File: src/rtl/regbank_wr_arbiter_pkg.sv
// rtl/regbank_wr_arbiter_pkg.sv - shared state encoding and parameter defaults for the write arbiter
package regbank_wr_arbiter_pkg;

  localparam int NREG_DEFAULT = 8;
  localparam int AW_DEFAULT   = 3;
  localparam int DW_DEFAULT   = 32;

  typedef enum logic [1:0] {
    ST_IDLE     = 2'd0,
    ST_CLR      = 2'd1,
    ST_CLR_WAIT = 2'd2
  } state_t;

endpackage

File: src/rtl/regbank_wr_arbiter_rr_arb2.sv
// rtl/regbank_wr_arbiter_rr_arb2.sv - two-way round-robin arbiter holding the last-grant pointer
module regbank_wr_arbiter_rr_arb2 (
  input  logic clk,
  input  logic clr,
  input  logic valid0,
  input  logic valid1,
  input  logic advance,
  output logic grant0,
  output logic grant1
);

  // 1 means requester 1 won the most recent accepted transfer
  logic last1;

  // Pointer moves only when the granted transfer is actually accepted
  always_ff @(posedge clk) begin
    if (clr) begin
      last1 <= 1'b1;
    end else if (advance) begin
      last1 <= grant1;
    end
  end

  // On conflict the requester that did not win last time is favoured
  always_comb begin
    grant0 = valid0 && (!valid1 || last1);
    grant1 = valid1 && (!valid0 || !last1);
  end

endmodule

File: src/rtl/regbank_wr_arbiter.sv
// rtl/regbank_wr_arbiter.sv - shares register-bank write port between two requesters, with bank clear
module regbank_wr_arbiter
  import regbank_wr_arbiter_pkg::*;
#(
  parameter int NREG = NREG_DEFAULT,
  parameter int AW   = AW_DEFAULT,
  parameter int DW   = DW_DEFAULT
) (
  input  logic            clk,
  input  logic            clr,
  input  logic            req0_valid,
  input  logic [AW-1:0]   req0_addr,
  input  logic [DW-1:0]   req0_data,
  output logic            req0_ready,
  input  logic            req1_valid,
  input  logic [AW-1:0]   req1_addr,
  input  logic [DW-1:0]   req1_data,
  output logic            req1_ready,
  input  logic            bank_clr_req,
  output logic            bank_clr_done,
  output logic [NREG-1:0] reg_load,
  output logic [DW-1:0]   reg_d,
  output logic            reg_clr,
  output logic            wr_err
);

  state_t          state_q;
  state_t          state_d;
  logic            arb_en;
  logic            clr_start;
  logic            grant0;
  logic            grant1;
  logic            advance;
  logic [AW-1:0]   sel_addr;
  logic [DW-1:0]   sel_data;
  logic [NREG-1:0] load_dec;
  logic            addr_ok;

  regbank_wr_arbiter_rr_arb2 u_arb (
    .clk     (clk),
    .clr     (clr),
    .valid0  (req0_valid),
    .valid1  (req1_valid),
    .advance (advance),
    .grant0  (grant0),
    .grant1  (grant1)
  );

  // Clear-sequencer state register
  always_ff @(posedge clk) begin
    if (clr) begin
      state_q <= ST_IDLE;
    end else begin
      state_q <= state_d;
    end
  end

  // Clear sequencing; arbitration is only open in IDLE with no clear pending
  always_comb begin
    state_d   = state_q;
    arb_en    = 1'b0;
    clr_start = 1'b0;
    case (state_q)
      ST_IDLE: begin
        if (bank_clr_req) begin
          state_d   = ST_CLR;
          clr_start = 1'b1;
        end else begin
          arb_en = 1'b1;
        end
      end
      ST_CLR: begin
        state_d = bank_clr_req ? ST_CLR_WAIT : ST_IDLE;
      end
      ST_CLR_WAIT: begin
        if (!bank_clr_req) begin
          state_d = ST_IDLE;
        end
      end
      default: begin
        state_d = ST_IDLE;
      end
    endcase
  end

  assign req0_ready = arb_en && grant0;
  assign req1_ready = arb_en && grant1;
  assign advance    = req0_ready || req1_ready;

  // Select the accepted request and decode its address into a load strobe
  always_comb begin
    sel_addr = req1_ready ? req1_addr : req0_addr;
    sel_data = req1_ready ? req1_data : req0_data;
    addr_ok  = 32'(sel_addr) < NREG;
    load_dec = '0;
    for (int i = 0; i < NREG; i++) begin
      if (sel_addr == AW'(i)) begin
        load_dec[i] = 1'b1;
      end
    end
  end

  // Output registers: strobes live for exactly the cycle after the handshake
  always_ff @(posedge clk) begin
    if (clr) begin
      reg_load      <= '0;
      reg_d         <= '0;
      reg_clr       <= 1'b0;
      bank_clr_done <= 1'b0;
      wr_err        <= 1'b0;
    end else begin
      reg_clr       <= clr_start;
      bank_clr_done <= clr_start;
      if (advance) begin
        reg_load <= load_dec;
        reg_d    <= sel_data;
        wr_err   <= !addr_ok;
      end else begin
        reg_load <= '0;
        wr_err   <= 1'b0;
      end
    end
  end

endmodule
File: config.mk
export PLATFORM = sky130hd
export DESIGN_NAME = regbank_wr_arbiter
export DESIGN_NICKNAME = d
export VERILOG_FILES = /design/src/rtl/regbank_wr_arbiter_pkg.sv /design/src/rtl/regbank_wr_arbiter_rr_arb2.sv /design/src/rtl/regbank_wr_arbiter.sv
export SDC_FILE = /design/constraint.sdc
export NUM_CORES = 1
export LEC_CHECK = 0
export BUFFER_PORTS_ARGS = -buffer_cell sky130_fd_sc_hd__clkbuf_2
export CORE_UTILIZATION = 40
export DETAILED_ROUTE_END_ITERATION = 8
export PLACE_DENSITY = 0.73
export SYNTH_ARGS = -nofsm -noshare
export SYNTH_HDL_FRONTEND = slang
export SYNTH_SLANG_ARGS = --single-unit
File: constraint.sdc
create_clock -name clk -period 2.99 [get_ports clk]
set_input_delay 0.299 -clock clk [delete_from_list [all_inputs] [get_ports clk]]
set_output_delay 0.299 -clock clk [all_outputs]
set_load 0.02 [all_outputs]
==> flow_metrics.tcl <==
set metrics [dict create \
    async_flop_share_pct 0 \
    numCtsBuffers 5 \
    finalPower_mw 1.46 \
    clk_pin_slew_worst_paths_ps 80 \
    drc 0 \
    final_core_util_pct 55.9 \
    max_slew.worst_pin.slew_ps 745 \
    die_y_um 76.0 \
    worst_r2r_path_depth 4 \
    avgSynthCellArea_um2 8.68 \
    grt_pass1_vias 2249 \
    peakVddDrop_mv 0.285 \
    arrival_ps 1780 \
    grt_pass1_wl_um 10800 \
    cts-resized-gates 0 \
    area_growth_pct 32.2 \
    finClkSkew_ps 7.93 \
    dr.pass1.iters 5 \
    synth_seq_area_share_pct 40.3 \
    drtIter0Drc 116 \
    drive_gt1_share_pct 39.9 \
    placementRows 26 \
    min_path_type "input port to register" \
    synth-seq-cells 44 \
    grt_setup_unrepaired "false" \
    postPlaceCellArea_um2 2770 \
    end_kind "output port" \
    clock-sinks 44 \
    hold_end "reg_d[20]" \
    status "finished clean" \
    setup_viol 0 \
    whs_path_depth 3 \
    syn-num-nets 327 \
    grt.overflow.total 0 \
    htree_levels 2 \
    num_vias 2479 \
    wire_per_inst_um 16.1 \
    fin_area_um2 2890 \
    finalHoldViolations 0 \
    cellLeakagePower_nw 1.18 \
    cap_violations 0 \
    ys.flop_type "dfxtp_1" \
    reg2reg_slack_ps 950 \
    cp.required_ps 2690 \
    initial_core_util_pct 42.3 \
    routabilityCongestion 0.740 \
    slew_headroom_pct 50.4 \
    whs_ps 279 \
    diodes 0 \
    clk_latency_ps 300 \
    crit_path_start_kind "register" \
    hp-start "req0_data[20]" \
    antenna_found_initial 0 \
    grt_max_degree 54 \
    ctsHoldBuffers 0 \
    synth-edff-count 0 \
    final_nets 420 \
    synth_area_um2 2190 \
    crit_type "register to output port" \
    port_buffers 118 \
    crit_path_max_fanout 20 \
    tns_ps 0 \
    grt_use_total_pct 22.8 \
    maxSlewViolCount 0 \
    cts_root_buffer "clkbuf_8" \
    synth_cell_types 29 \
    post_cts_buffers 0 \
    power_density_nw_per_um2 506 \
    period_share_pct 69.7 \
    finalWirelength_um 6710 \
    r2r-end "reg_d[24]" \
    synth_cells 252 \
    clk_path_buf_depth 2 \
    dp_hpwl_um 4460 \
    die_width_um 76.0 \
    vias_per_cell 5.96 \
    num_io_pins 120 \
    r2r_start "state_q[1]" \
    min_period_ps 2080 \
    core_area_um2 5170 \
    die_area_um2 5770 \
    fmax_mhz 480 \
    yosys_warnings 0 \
    ant_nets 0 \
    cts_tree "built" \
]
## critical path: stages, from the launching register on
cell	delay [ps]
dfxtp_1	380
or3_2	680
nor3_1	230
clkbuf_2	200
## metrics by stage
stage	cells	worst slack, ps
floorplan	252	1150
global placement	408	1050
detailed placement	408	976
CTS	416	885
global route	416	823
finish	416	906
## kinds of logic (layout without fill, tap and decap cells)
| family | count (synthesis) | count (layout) | share of synthesized area (%) |
|---|---|---|---|
| compound gates | 79 | 79 | 28.6 |
| xor+xnor | 1 | 1 | 0.400 |
| buf+inv | 41 | 135 | 7.55 |
| flops | 44 | 44 | 40.3 |
| mux | 2 | 2 | 0.972 |
| other cells | 1 | 1 | 0.171 |
| simple gates | 84 | 84 | 22.1 |
## layout make-up
| type | count | area, µm² |
|---|---|---|
| flip-flops and latches | 44 | 881 |
| clock inverters | 2 | 38.8 |
| fillers | 495 | 2280 |
| clock buffers | 6 | 82.6 |
| repair buffers | 125 | 643 |
| well taps | 70 | 87.6 |
| inverters | 2 | 7.51 |
| multi-input cells | 167 | 1150 |
## how the worst max path moves through the flow
stage / slack [ps] / cells past startpoint / endpoint / start
after global placement: 1050 / 5 / reg_d[26] / bank_clr_req
after global routing: 820 / 3 / req0_ready / state_q[1]
after floorplan: 1150 / 4 / req0_ready / state_q[1]
after CTS: 890 / 3 / req0_ready / state_q[1]
final: 910 / 3 / req0_ready / state_q[1]
after detailed placement: 980 / 4 / reg_d[19] / state_q[1]
## synth_stat cells, drive strengths merged (2+ instances only)
cell	instances	area share, %
buf	9	2.1
dfxtp	44	40
nor2b	3	0.86
nand4b	2	0.80
nor3	36	8.5
nor2	3	0.51
o21ai	4	0.91
nand2b	2	0.57
or3	2	0.57
a311oi	32	13
o31ai	32	11
a211oi	8	2.7
nand4	33	9.4
clkbuf	30	5.1
## sequential cells by signal, summed over array words and instances (netlist names)
signal,count
reg_clr,1
reg_d,32
u_arb.last1,1
reg_load,8
state_q,2
## power by group
part / internal [mW] / switching (mW) / total (mW)
combinational: 0.119 / 0.207 / 0.326
sequential: 0.627 / 0.0255 / 0.653
clock: 0.273 / 0.212 / 0.485
## cell usage in the layout, fill, tap and decap left out, drive strengths merged, types with 2 or more instances in the layout
cell and count:
or3 2, a211oi 8, nor2b 3, nand2b 2
dfxtp 44, nand4 33, clkbuf 124, nor2 3
buf 7, nand4b 2, clkinv 2, o31ai 32
nor3 36, a311oi 32, o21ai 4
## routing by layer
layer  GRT usage [%]  wire, µm  vias up
met5               0         0        -
met4            7.69       108        0
met3            4.22       494       12
met2            36.5      3140      123
met1            30.9      2960     1141
li1                -         -     1203
(Power assumes the default switching activity.)
